`src/rtl/movement_authorization.sv`:
```
// Movement safety gate: the drive enable drops combinationally on emergency and
// is re-granted only after a startup delay or a debounced recovery holdoff.
module movement_authorization #(
    parameter int unsigned HOLDOFF_CYCLES = 8,
    parameter int unsigned STARTUP_CYCLES = 4
) (
    input  logic       clk,
    input  logic       rst_n,
    input  logic       emergency_mode,
    output logic       moviment_authorization,
    output logic [1:0] state,
    output logic [7:0] emergency_count
);

    localparam int unsigned CNT_W = 8;
    localparam logic [CNT_W-1:0] STARTUP_LIMIT = CNT_W'(STARTUP_CYCLES);
    localparam logic [CNT_W-1:0] HOLDOFF_LIMIT = CNT_W'(HOLDOFF_CYCLES);

    typedef enum logic [1:0] {
        ST_STARTUP    = 2'd0,
        ST_AUTHORIZED = 2'd1,
        ST_EMERGENCY  = 2'd2,
        ST_RECOVERY   = 2'd3
    } state_t;

    state_t           state_q;
    logic [CNT_W-1:0] cnt_q;
    logic [CNT_W-1:0] cnt_inc;
    logic [CNT_W-1:0] count_sat;

    // Shared startup/holdoff counter; emergency entries saturate at all-ones
    always_comb begin
        cnt_inc   = cnt_q + CNT_W'(1);
        count_sat = (emergency_count == '1) ? emergency_count
                                            : emergency_count + CNT_W'(1);
    end

    always_ff @(posedge clk or negedge rst_n) begin
        if (!rst_n) begin
            state_q         <= ST_STARTUP;
            cnt_q           <= '0;
            emergency_count <= '0;
        end else begin
            case (state_q)
                ST_STARTUP: begin
                    if (emergency_mode) begin
                        state_q         <= ST_EMERGENCY;
                        cnt_q           <= '0;
                        emergency_count <= count_sat;
                    end else if (cnt_inc == STARTUP_LIMIT) begin
                        state_q <= ST_AUTHORIZED;
                        cnt_q   <= '0;
                    end else begin
                        cnt_q <= cnt_inc;
                    end
                end
                ST_AUTHORIZED: begin
                    if (emergency_mode) begin
                        state_q         <= ST_EMERGENCY;
                        cnt_q           <= '0;
                        emergency_count <= count_sat;
                    end
                end
                ST_EMERGENCY: begin
                    if (!emergency_mode) begin
                        state_q <= ST_RECOVERY;
                        cnt_q   <= '0;
                    end
                end
                ST_RECOVERY: begin
                    // Any sampled emergency restarts the whole holdoff
                    if (emergency_mode) begin
                        state_q         <= ST_EMERGENCY;
                        cnt_q           <= '0;
                        emergency_count <= count_sat;
                    end else if (cnt_inc == HOLDOFF_LIMIT) begin
                        state_q <= ST_AUTHORIZED;
                        cnt_q   <= '0;
                    end else begin
                        cnt_q <= cnt_inc;
                    end
                end
                default: begin
                    state_q <= ST_STARTUP;
                    cnt_q   <= '0;
                end
            endcase
        end
    end

    assign state = state_q;

    // Emergency term bypasses all registers so the drive stops immediately
    assign moviment_authorization = (state_q == ST_AUTHORIZED) && !emergency_mode;

endmodule

```
`config.mk`:
```
export PLATFORM = sky130hd
export DESIGN_NAME = movement_authorization
export DESIGN_NICKNAME = d
export VERILOG_FILES = /design/src/rtl/movement_authorization.sv
export SDC_FILE = /design/constraint.sdc
export NUM_CORES = 1
export LEC_CHECK = 0
export BUFFER_PORTS_ARGS = -buffer_cell sky130_fd_sc_hd__buf_2
export CORE_MARGIN = 5
export CORE_UTILIZATION = 30
export DETAILED_ROUTE_END_ITERATION = 8
export PLACE_DENSITY = 0.45
export SYNTH_ARGS = -nofsm -noshare
export SYNTH_HDL_FRONTEND = slang
export SYNTH_SLANG_ARGS = --single-unit
```
`constraint.sdc`:
```
create_clock -name clk -period 2.4 [get_ports clk]
set_input_delay 0.24 -clock clk [delete_from_list [all_inputs] [get_ports clk]]
set_output_delay 0.24 -clock clk [all_outputs]
set_load 0.01 [all_outputs]
```
==> run summary, run 1 <==
==========================================================================
H-tree Lvls .................................................            1
Top-area cell type share of the netlist area ................       39.65%
Distinct cell type count after synthesis ....................           41
Endpoint class of the critical path .........................     register
Worst R2R Setup Slack .......................................      0.35 ns
Count of antenna-violating nets left after detailed routing .            0
Chip Height ................................................. 71.54 microns
First-pass GRT wire length .................................. 4616 microns
Peak supply drop ............................................    0.3806 mV
Ratio of cells with drive above 1 in the final layout .......       18.32%
Initial antenna violation count .............................            0
Hold Crit Class .............................................    in -> reg
Skew final ..................................................  0.003653 ns
Post-layout instance area ...................................   1296 sq um
Ys flop type ................................................      dfrtp_1
GR Overflow Total ...........................................            0
Number of primary I/O pins ..................................           14
Via count of the first global-routing pass ..................          961
Total track usage ...........................................       11.18%
Critical Path Source Type ...................................     register
NetSw .......................................................  0.0004642 W
Standard cell core area .....................................   3661 sq um
Via count of the routed design ..............................          918
Total number of clock tree sinks ............................           18
Area of the die .............................................   5118 sq um
Part of the power in registers ..............................        38.7%
Util after Layout ...........................................       35.41%
Most instantiated library cell after synthesis ..............      dfrtp_1
Worst-path clk slew .........................................      0.07 ns
Net switching share of the total power ......................       38.56%
Max-slew violation total from the final report ..............            0
DRC Markers .................................................            0
Critical Setup Path Class ...................................   reg -> reg
Top cell types by occurrence after synthesis ................ dfrtp_1, nand2_1
Synthesized netlist net count ...............................          127
TritonCTS clock tree ........................................        built
Total number of yosys warnings ..............................            0
Netlist area before placement ...............................   1136 sq um
Post-synthesis register bit count ...........................           18
Total Wirelength ............................................ 2483 microns
Setup repair after global routing missed its margin .........        false
Port bufs ...................................................           13
DRT iter0 DRCs ..............................................           34
Placed instance area ........................................   1231 sq um
Cells taking the most area after synthesis .................. dfrtp_1, ha_1, nand2_1
Cells after Synth ...........................................          118
Final Hold Vio Count ........................................            0
Transition time at the pin with the least slew margin .......    0.4646 ns
Total negative setup slack ..................................         0 ns
Number of max-cap violations ................................            0
Initial standard-cell utilization of the core ...............       31.03%
Relative contribution of combinational cells to total power .        39.9%
Total iterations of the first detailed-routing run ..........            4
Area growth from synthesis to layout ........................       14.10%
Final Non-Filler Cells ......................................          179
Average cell area after synthesis ...........................  9.628 sq um
Arrival time at the worst endpoint ..........................      2.24 ns
Worst-skew pair later-pin latency ...........................      0.26 ns
Status ......................................................    completed
Period minus WS final .......................................     2.051 ns
Sequential cell area fraction in the yosys report ...........       39.65%
Fin nets ....................................................          141
Critical path fanouts, max ..................................            7
Slew margin rel. ............................................       68.70%
Data required time at the worst endpoint ....................      2.59 ns
Maximum buffer depth of the clock tree ......................            2
Via density .................................................        5.128
FFs w/ async S/R, synth .....................................       100.0%
Largest area contributor in the netlist .....................      dfrtp_1
Number of flops mapped to enable cells by yosys .............            0
Detailed placer's ending HPWL ............................... 1807 microns
Filler instances ............................................          371
Power share of the clock group ..............................        21.4%
Final setup vio count .......................................            0
Final RePlAce weighted congestion ...........................       0.7909
Post-layout total power .....................................   0.001204 W
Largest net degree at the start of global routing ...........           19
Static leakage power ........................................    0.5810 nW
Post-Place Cells ............................................          174
Die X-Extent ................................................ 71.54 microns
Number of antenna cells inserted ............................            0
Final worst path period share ...............................       85.45%
Top achievable clock speed ..................................    487.6 MHz
Power density cells ......................................... 928.8 nW/um^2
CTS root buf ................................................     clkbuf_8
Std cell rows ...............................................           22
Power Internal ..............................................  0.0007397 W
Drt wl/cell ................................................. 13.87 microns
Clock buffers created by TritonCTS ..........................            3
==========================================================================
final timing paths:
path,startpoint,depth (start not counted),end
worst max register to register,cnt_q[0],6,state[0]
worst min register to register,emergency_count[4],1,emergency_count[4]
worst min-delay path,emergency_mode,2,cnt_q[6]
min in group asynchronous,rst_n,2,state[1]
worst max-delay path,cnt_q[0],6,state[0]
max in group asynchronous,rst_n,2,cnt_q[0]
layout by cell type (no fill, tap or decap), types with 2 or more instances in the layout:
cell type | netlist | final
dfrtp_1 | 18 | 18
nand2_1 | 14 | 14
buf_2 | 3 | 13
xnor2_1 | 6 | 6
nand3_1 | 6 | 6
o21ai_0 | 6 | 6
ha_1 | 6 | 6
xor2_1 | 5 | 5
nor2_1 | 5 | 5
inv_1 | 4 | 4
and3_1 | 4 | 4
clkbuf_8 | 0 | 4
nor2b_1 | 3 | 3
nand4_1 | 3 | 3
a21oi_1 | 3 | 3
and2_1 | 2 | 2
a41oi_1 | 2 | 2
a31oi_1 | 2 | 2
a21o_1 | 2 | 2
o41ai_1 | 2 | 2
stage by stage:
| stage | hold slack, ns | setup WS [ns] |
|---|---|---|
| after CTS | 0.3147 | 0.3584 |
| after floorplan | -0.05559 | 0.4984 |
| final | 0.3190 | 0.3491 |
| after detailed placement | 0.2094 | 0.3867 |
| after global routing | 0.3463 | 0.1956 |
| after global placement | 0.2121 | 0.4188 |
power groups by stage:
stage / sequential [W] / clock [W] / combinational, W
after floorplan: 0.000490 / 0 / 0.000303
after global placement: 0.000469 / 0 / 0.000481
after detailed placement: 0.000472 / 0 / 0.000482
after CTS: 0.000467 / 0.000264 / 0.000487
after global routing: 0.000488 / 0.000278 / 0.000538
final: 0.000466 / 0.000257 / 0.000481
worst max-delay path, cell delays in order, from the launching register on:
cell	delay (ns)
dfrtp_1	0.43
ha_1	0.31
a311oi_2	0.25
a41oi_1	0.07
a2111o_1	0.45
a211oi_2	0.27
mux2i_1	0.21
registers in the layout, indices dropped and copies added, names as in the netlist:
register         flops
cnt_q                8
emergency_count      8
state                2
area by class of cell:
type	count	area, sq um	share of cell area [%]
clock buffer	4	55.05	4.247
inverter	4	15.01	1.158
multi-input combinational	90	633.1	48.84
sequential	18	450.4	34.75
tap	48	60.06	4.633
timing repair buffer	15	82.58	6.371
layer usage:
layer  up-vias  part of all wire [%]  global-route usage, %
li1        454                     -                      -
met1       438                    50                  16.25
met2        21                    44                  16.12
met3         5                   3.7                  1.964
met4         0                   1.8                  4.802
met5         -                     0                      0
what timing repair did:
action | CTS | global route
setup buffers | 0 | 0
resized for setup | 0 | 0
hold buffers | 1 | 0
endpoints found under the hold margin | 18 | 0
kinds of logic (layout without fill, tap and decap cells):
group	after synthesis	count (layout)	synth area share [%]
xor gates and xnor gates	11	11	8.480
buffers and inverters	10	23	4.625
AOI/OAI and AO/OA	27	27	18.28
adders and majority gates	6	6	6.608
muxes	2	2	1.872
DFF	18	18	39.65
and+or+nand+nor	44	44	20.49
Note: power is estimated with default switching activity, not from simulation.
==> run 2: changes to the inputs <==
--- a/config.mk
+++ b/config.mk
@@ -5,6 +5,7 @@
 export SDC_FILE = /design/constraint.sdc
 export NUM_CORES = 1
 export LEC_CHECK = 0
+export ABC_AREA = 1
 export BUFFER_PORTS_ARGS = -buffer_cell sky130_fd_sc_hd__buf_2
 export CORE_MARGIN = 5
 export CORE_UTILIZATION = 30
==> run 2 against run 1 <==
Non-clock buffer count stayed put. Highest routed layer unchanged. Synthesized cell count is 22% higher. Critical endpoint is now emergency_count[7]. Global-route usage is 0.66 points lower. Die area is 0.77% lower. First-iteration DRC count is 8.8% lower. Largest power group unchanged. Clock power is 2% lower. Critical path depth is 5 higher. Sequential power is 2% higher. Cell area is 1.5% higher. Core utilization is 0.55 points higher.
==> run summary, run 2 <==
==========================================================================
Std cell rows ...............................................           22   unchanged
NetSw .......................................................  0.0005027 W   was 0.0004642 W
DRC Markers .................................................            0   unchanged
Transition time at the pin with the least slew margin .......    0.4263 ns   was 0.4646 ns
Setup repair after global routing missed its margin .........        false   unchanged
Most common cell after layout, fill and taps aside ..........      nand2_1   was dfrtp_1
Via density .................................................        4.495   was 5.128
First-pass GRT wire length .................................. 4264 microns   was 4616 microns
RR Startpoint ............................................... emergency_count[0]   was cnt_q[0]
Initial antenna violation count .............................            0   unchanged
Largest area contributor in the netlist .....................      dfrtp_1   unchanged
Final WS setup ..............................................    0.6771 ns   was 0.3491 ns
Area of the die .............................................   5079 sq um   was 5118 sq um
Most instantiated library cell after synthesis ..............      nand2_1   was dfrtp_1
Power density cells ......................................... 936.3 nW/um^2   was 928.8 nW/um^2
Total Wirelength ............................................ 2387 microns   was 2483 microns
Detailed placer's ending HPWL ............................... 1868 microns   was 1807 microns
Skew final ..................................................  0.007474 ns   was 0.003653 ns
Arrival time at the worst endpoint ..........................      1.87 ns   was 2.24 ns
Top-area cell type share of the netlist area ................       40.00%   was 39.65%
Ys flop type ................................................      dfrtp_1   unchanged
Critical Path Source Type ...................................     register   unchanged
Initial standard-cell utilization of the core ...............       30.76%   was 31.03%
Critical path fanouts, max ..................................            4   was 7
Number of max-cap violations ................................            0   unchanged
Critical Setup Path Class ...................................   reg -> reg   unchanged
Sequential cell area fraction in the yosys report ...........       40.00%   was 39.65%
Post-layout instance area ...................................   1316 sq um   was 1296 sq um
Ratio of cells with drive above 1 in the final layout .......       21.60%   was 18.32%
Worst-skew pair later-pin latency ...........................      0.26 ns   about the same
Final RePlAce weighted congestion ...........................       0.7589   was 0.7909
Pre-CTS setup slack .........................................    0.6844 ns   was 0.3867 ns
Period minus WS final .......................................     1.723 ns   was 2.051 ns
Slew margin rel. ............................................       71.58%   was 68.70%
Worst R2R Setup Slack .......................................      0.68 ns   was 0.35 ns
Max-slew violation total from the final report ..............            0   unchanged
Maximum buffer depth of the clock tree ......................            2   unchanged
Total number of yosys warnings ..............................            0   unchanged
Netlist area before placement ...............................   1126 sq um   was 1136 sq um
Cells taking the most area after synthesis .................. dfrtp_1, nand2_1, ha_1   was dfrtp_1, ha_1, nand2_1
Port bufs ...................................................           13   unchanged
Relative contribution of combinational cells to total power .        40.9%   was 39.9%
Via count of the first global-routing pass ..................          978   was 961
Post-synthesis register bit count ...........................           18   unchanged
Count of antenna-violating nets left after detailed routing .            0   unchanged
FFs w/ async S/R, synth .....................................       100.0%   unchanged
Largest net degree at the start of global routing ...........           19   unchanged
Total number of clock tree sinks ............................           18   unchanged
Hold Crit Class .............................................  in -> async   was in -> reg
TritonCTS clock tree ........................................        built   unchanged
Peak supply drop ............................................    0.3870 mV   was 0.3806 mV
Fin nets ....................................................          172   was 141
Die X-Extent ................................................ 71.27 microns   was 71.54 microns
Number of primary I/O pins ..................................           14   unchanged
Worst reg2reg path depth ....................................           11   was 6
Endpoint class of the critical path .........................     register   unchanged
Total negative setup slack ..................................         0 ns   unchanged
Number of flops mapped to enable cells by yosys .............            0   unchanged
H-tree Lvls .................................................            1   unchanged
Filler instances ............................................          389   was 371
Area growth from synthesis to layout ........................       16.89%   was 14.10%
Static leakage power ........................................    0.6647 nW   was 0.5810 nW
Total track usage ...........................................       10.52%   was 11.18%
GR Overflow Total ...........................................            0   unchanged
Final Hold Vio Count ........................................            0   unchanged
Commonest cells after routing, fill and taps aside .......... nand2_1, inv_1, dfrtp_1, buf_2, nand3_1   was dfrtp_1, nand2_1, buf_2
Drt wl/cell ................................................. 11.37 microns   was 13.87 microns
Cells after Synth ...........................................          144   was 118
Average cell area after synthesis ...........................  7.820 sq um   was 9.628 sq um
Status ......................................................    completed   unchanged
DRT iter0 DRCs ..............................................           31   was 34
Final Non-Filler Cells ......................................          210   was 179
Top achievable clock speed ..................................    580.4 MHz   was 487.6 MHz
Chip Height ................................................. 71.27 microns   was 71.54 microns
Power share of the clock group ..............................        20.4%   was 21.4%
Via count of the routed design ..............................          944   was 918
Number of antenna cells inserted ............................            0   unchanged
Post-route worst hold slack .................................    0.4434 ns   was 0.3190 ns
Footprint of the multi-input gates ..........................  585.6 sq um   was 633.1 sq um
FF/Latch Area ...............................................  450.4 sq um   unchanged
Capture point of the worst reg-to-reg path .................. emergency_count[7]   was state[0]
Placed instance area ........................................   1251 sq um   was 1231 sq um
Power Internal ..............................................  0.0007296 W   was 0.0007397 W
Net switching share of the total power ......................       40.79%   was 38.56%
Total iterations of the first detailed-routing run ..........            4   unchanged
Worst-path clk slew .........................................      0.07 ns   about the same
Distinct cell type count after synthesis ....................           24   was 41
Synthesized netlist net count ...............................          153   was 127
Data required time at the worst endpoint ....................      2.55 ns   was 2.59 ns
Top cell types by occurrence after synthesis ................ nand2_1, inv_1, dfrtp_1   was dfrtp_1, nand2_1
Final setup vio count .......................................            0   unchanged
Clock buffers created by TritonCTS ..........................            3   unchanged
CTS root buf ................................................     clkbuf_8   unchanged
Post-Place Cells ............................................          205   was 174
Standard cell core area .....................................   3661 sq um   unchanged
Part of the power in registers ..............................        38.7%   about the same
Final worst path period share ...............................       71.79%   was 85.45%
==========================================================================
run 2: cell count changes in the layout (fill, tap and decap cells not counted), moves of 3 or more:
| cell | before | now |
|---|---|---|
| nand2_1 | 14 | 38 |
| inv_1 | 4 | 20 |
| nand3_1 | 6 | 11 |
| nor2_2 | 0 | 5 |
| and3_1 | 4 | 0 |
| nand2_2 | 0 | 4 |
| o21ai_0 | 6 | 2 |
| nand3_2 | 0 | 3 |
| nor2_1 | 5 | 8 |
| nor2b_1 | 3 | 0 |
| o21ai_1 | 0 | 3 |
| xnor2_1 | 6 | 3 |
run 2: area by class of cell:
cell class / instances / area share (%)
tap: 48 / 4.563
sequential: 18 / 34.22
inverter: 22 / 6.274
clock buffer: 4 / 4.183
multi-input combinational: 103 / 44.49
timing repair buffer: 15 / 6.274
run 2: per-layer routing:
layer | GRT usage [%] | part of all wire (%) | vias up
li1 | - | - | 488
met1 | 12.16 | 45 | 441
met2 | 18.67 | 51 | 13
met3 | 3.506 | 3.1 | 2
met4 | 2.505 | 0.34 | 0
met5 | 0 | 0 | -
run 2: worst max path at each step:
| stage | startpoint | endpoint | cells after the start |
|---|---|---|---|
| floorplan | state[0] | emergency_count[7] | 10 |
| global placement | cnt_q[0] | state[1] | 11 |
| detailed placement | state[0] | emergency_count[7] | 10 |
| CTS | state[0] | emergency_count[7] | 10 |
| global route | emergency_count[0] | emergency_count[7] | 11 |
| finish | emergency_count[0] | emergency_count[7] | 11 |
run 2: cells by family (layout without fill, tap and decap cells):
group           count (synthesis)  after routing  synth area share [%]
fa+ha+maj                       6              6                 6.666
buf+inv                        23             41                 8.000
simple gates                   76             76                 32.33
compound gates                 13             13                 6.777
flops                          18             18                 40.00
xor+xnor                        8              8                 6.222
run 2: power groups by stage:
stage,clock [W],combinational [W],sequential [W]
global placement,0,0.000517,0.000481
global route,0.000277,0.000577,0.000495
finish,0.000251,0.000504,0.000477
floorplan,0,0.000321,0.000499
CTS,0.000263,0.000517,0.000479
detailed placement,0,0.000514,0.000484
run 2: worst max-delay path, cell delays in order, from the launching register on:
cell,delay (ns)
dfrtp_1,0.42
ha_1,0.22
nand3_1,0.08
nor2_1,0.06
nand3_1,0.06
nand2_1,0.12
inv_1,0.13
nand3_1,0.12
nor2_1,0.21
nand3_1,0.10
nand2_1,0.07
nand2_1,0.04
run 2: per-stage QoR:
stage | total power, W | utilization (%)
final | 0.001232 | 35.95
after global routing | 0.001349 | 35.95
after CTS | 0.001259 | 35.95
after detailed placement | 0.0009973 | 34.18
after global placement | 0.0009987 | 34.18
after floorplan | 0.0008200 | -
run 2: timing repair:
| item | 4_1_cts | 5_1_grt |
|---|---|---|
| hold buffers | 1 | 0 |
| setup buffers | 0 | 0 |
| resized for setup | 0 | 0 |
| hold endpoints to repair | 18 | 0 |
==> run 3: changes to the inputs <==
--- a/config.mk
+++ b/config.mk
@@ -5,12 +5,12 @@
 export SDC_FILE = /design/constraint.sdc
 export NUM_CORES = 1
 export LEC_CHECK = 0
-export ABC_AREA = 1
+export ABC_AREA = 0
 export BUFFER_PORTS_ARGS = -buffer_cell sky130_fd_sc_hd__buf_2
 export CORE_MARGIN = 5
 export CORE_UTILIZATION = 30
 export DETAILED_ROUTE_END_ITERATION = 8
-export PLACE_DENSITY = 0.45
+export PLACE_DENSITY = 0.46
 export SYNTH_ARGS = -nofsm -noshare
 export SYNTH_HDL_FRONTEND = slang
 export SYNTH_SLANG_ARGS = --single-unit
==> constraint.sdc (replaced) <==
create_clock -name clk -period 1.55 [get_ports clk]
set_input_delay 0.155 -clock clk [delete_from_list [all_inputs] [get_ports clk]]
set_output_delay 0.155 -clock clk [all_outputs]
set_load 0.01 [all_outputs]
==> run 3 against run 2 <==
The run now ends with setup timing left. Combinational power rose to 2.7 times the previous value. Global-route usage grew 1.3 points. Core utilization grew 12 points. Sequential share of layout area shrank 8.6 points. Worst hold slack lost 0.12 ns. Clock-buffer cell count did not move. Sequential cell count is the same.
==> run summary, run 3 (synthesis results as in run 1) <==
==========================================================================
CTS root buf ................................................     clkbuf_8   unchanged
Drt wl/cell ................................................. 13.67 microns   was 11.37 microns
Worst-path clk slew .........................................      0.08 ns   was 0.07 ns
Final worst path period share ...............................       121.6%   was 71.79%
Commonest cells after routing, fill and taps aside .......... buf_4, dfrtp_1, nand2_1, buf_2, o21ai_0   was nand2_1, inv_1, dfrtp_1, buf_2, nand3_1
Final RePlAce weighted congestion ...........................       0.8805   was 0.7589
Total Wirelength ............................................ 2953 microns   was 2387 microns
Port bufs ...................................................           13   unchanged
Util after Layout ...........................................       47.98%   was 35.95%
Power density cells ......................................... 1393 nW/um^2   was 936.3 nW/um^2
FF/Latch Area ...............................................  450.4 sq um   unchanged
Critical Setup Path Class ...................................   reg -> reg   unchanged
Initial antenna violation count .............................            0   unchanged
Data required time at the worst endpoint ....................      1.69 ns   was 2.55 ns
Area of the die .............................................   5118 sq um   was 5079 sq um
Critical path fanouts, max ..................................            4   unchanged
Count of antenna-violating nets left after detailed routing .            0   unchanged
Hold path depth .............................................            2
DRC Markers .................................................            0   unchanged
Max-slew violation total from the final report ..............            0   unchanged
Total number of clock tree sinks ............................           18   unchanged
Final Hold Vio Count ........................................            0   unchanged
Post-layout instance area ...................................   1757 sq um   was 1316 sq um
Chip Height ................................................. 71.54 microns   was 71.27 microns
Setup repair after global routing missed its margin .........         true   was false
Slew margin rel. ............................................       71.23%   was 71.58%
Worst reg2reg path depth ....................................            7   was 11
Critical Path Source Type ...................................     register   unchanged
Via density .................................................        4.870   was 4.495
Period minus WS final .......................................     1.884 ns   was 1.723 ns
Most common cell after layout, fill and taps aside ..........        buf_4   was nand2_1
Final Non-Filler Cells ......................................          216   was 210
Slowest cell on crit path ...................................     a2111o_1   was dfrtp_1
Hold Crit Class .............................................    in -> reg   was in -> async
Detailed placer's ending HPWL ............................... 2119 microns   was 1868 microns
Total iterations of the first detailed-routing run ..........            4   unchanged
Endpoint class of the critical path .........................     register   unchanged
Cell chain of the critical path ............................. ha_2 -> a311oi_2 -> a41oi_1 -> a2111o_1 -> buf_4 -> a31oi_4 -> o41ai_1   was ha_1 -> nand3_1 -> nor2_1 -> nand3_1 -> nand2_1 -> inv_1 -> nand3_1 -> nor2_1 -> nand3_1 -> nand2_1 -> nand2_1
Number of antenna cells inserted ............................            0   unchanged
Footprint of the multi-input gates ..........................  797.0 sq um   was 585.6 sq um
Standard cell core area .....................................   3661 sq um   unchanged
Number of primary I/O pins ..................................           14   unchanged
H-tree Lvls .................................................            1   unchanged
Area growth from synthesis to layout ........................       54.63%   was 16.89%
Worst-skew pair later-pin latency ...........................      0.26 ns   about the same
Buffers plus inverters on the worst setup path ..............            1   unchanged
Total track usage ...........................................       11.85%   was 10.52%
Top achievable clock speed ..................................    530.7 MHz   was 580.4 MHz
Post-Place Cells ............................................          202   was 205
Number of cells on the critical path ........................            7   was 11
Kind of cell adding the most delay to the critical path ..... compound AO/OA/AOI/OAI gates   was simple AND/OR/NAND/NOR gates
Fin nets ....................................................          178   was 172
Clock buffers created by TritonCTS ..........................            3   unchanged
Std cell rows ...............................................           22   unchanged
Number of max-cap violations ................................            0   unchanged
Static leakage power ........................................    0.7838 nW   was 0.6647 nW
Final setup vio count .......................................            7   was 0
Total negative setup slack ..................................    -1.884 ns   was 0 ns
Placed instance area ........................................   1486 sq um   was 1251 sq um
Maximum buffer depth of the clock tree ......................            2   unchanged
Transition time at the pin with the least slew margin .......    0.4315 ns   was 0.4263 ns
Skew final ..................................................  0.004804 ns   was 0.007474 ns
Peak supply drop ............................................    0.9610 mV   was 0.3870 mV
Via count of the first global-routing pass ..................         1043   was 978
First-pass GRT wire length .................................. 4857 microns   was 4264 microns
Arrival time at the worst endpoint ..........................      2.02 ns   was 1.87 ns
Via count of the routed design ..............................         1052   was 944
Filler instances ............................................          353   was 389
Longest individual stage delay on the worst path ............      0.43 ns   was 0.42 ns
Largest net degree at the start of global routing ...........           19   unchanged
GR Overflow Total ...........................................            0   unchanged
TritonCTS clock tree ........................................        built   unchanged
Ratio of cells with drive above 1 in the final layout .......       51.79%   was 21.60%
Initial standard-cell utilization of the core ...............       31.03%   was 30.76%
DRT iter0 DRCs ..............................................           22   was 31
Die X-Extent ................................................ 71.54 microns   was 71.27 microns
Final WS setup ..............................................   -0.3343 ns   was 0.6771 ns
Failing checks .............................................. setup timing
Pre-CTS setup slack .........................................   -0.3737 ns   was 0.6844 ns
Status ...................................................... finished with violations   was completed
==========================================================================
==> run 3: changes by cell type in the layout (fill, tap and decap cells not counted), sizes merged, moves of 3 or more <==
cell   before  now
xnor2       3    6
nor2       13    5
nand3      14    6
buf        14   51
nand2      43   14
nor2b       0    3
and3        0    4
inv        22    4
==> run 3: power by group <==
group / switching [W] / internal (W) / total [W]
Sequential: 0.000110 / 0.000592 / 0.000702
Combinational: 0.000620 / 0.000724 / 0.00134
Clock: 0.000175 / 0.000226 / 0.000401
Total: 0.000905 / 0.00154 / 0.00245
==> run 3: worst reg2reg max path: stages, from the launching register on <==
cell and delay [ns]:
dfrtp_1 0.39, ha_2 0.20, a311oi_2 0.22, a41oi_1 0.07, a2111o_1 0.43, buf_4 0.17, a31oi_4 0.20, o41ai_1 0.08
==> run 3: layout make-up <==
| type | instances | area share [%] |
|---|---|---|
| multi-input cells | 90 | 45.37 |
| flip-flops and latches | 18 | 25.64 |
| repair buffers | 52 | 21.58 |
| well taps | 48 | 3.419 |
| clock buffers | 4 | 3.134 |
| inverters | 4 | 0.8547 |
==> run 3: final timing paths <==
check                                    from                 end  slack, ns
hold reg to reg            emergency_count[2]  emergency_count[2]       0.51
max in group asynchronous               rst_n            cnt_q[6]       0.88
min in group asynchronous               rst_n            cnt_q[5]       0.36
setup reg to reg                     cnt_q[0]            cnt_q[6]      -0.33
hold / removal                 emergency_mode            cnt_q[1]       0.33
setup / recovery                     cnt_q[0]            cnt_q[6]      -0.33
==> run 3: timing repair <==
action,CTS,global route
gates resized for setup,10,20
pin swaps,7,6
endpoints found under the setup margin,11,14
hold endpoints to repair,18,0
hold buffers,1,0
buffers inserted,5,4
==> run 3: through the flow <==
step                power (W)  hold slack (ns)
floorplan            0.001306          -0.1406
global placement     0.001761           0.1229
detailed placement   0.001779           0.1227
CTS                  0.002287           0.2699
global route         0.002633           0.3465
finish               0.002446           0.3253
==> run 3: routing by layer <==
metal,wire (microns),GRT usage [%],vias up
li1,-,-,529
met1,1327,14.85,508
met2,1515,20.51,13
met3,100,3.366,2
met4,9,1.879,0
met5,0,0,-
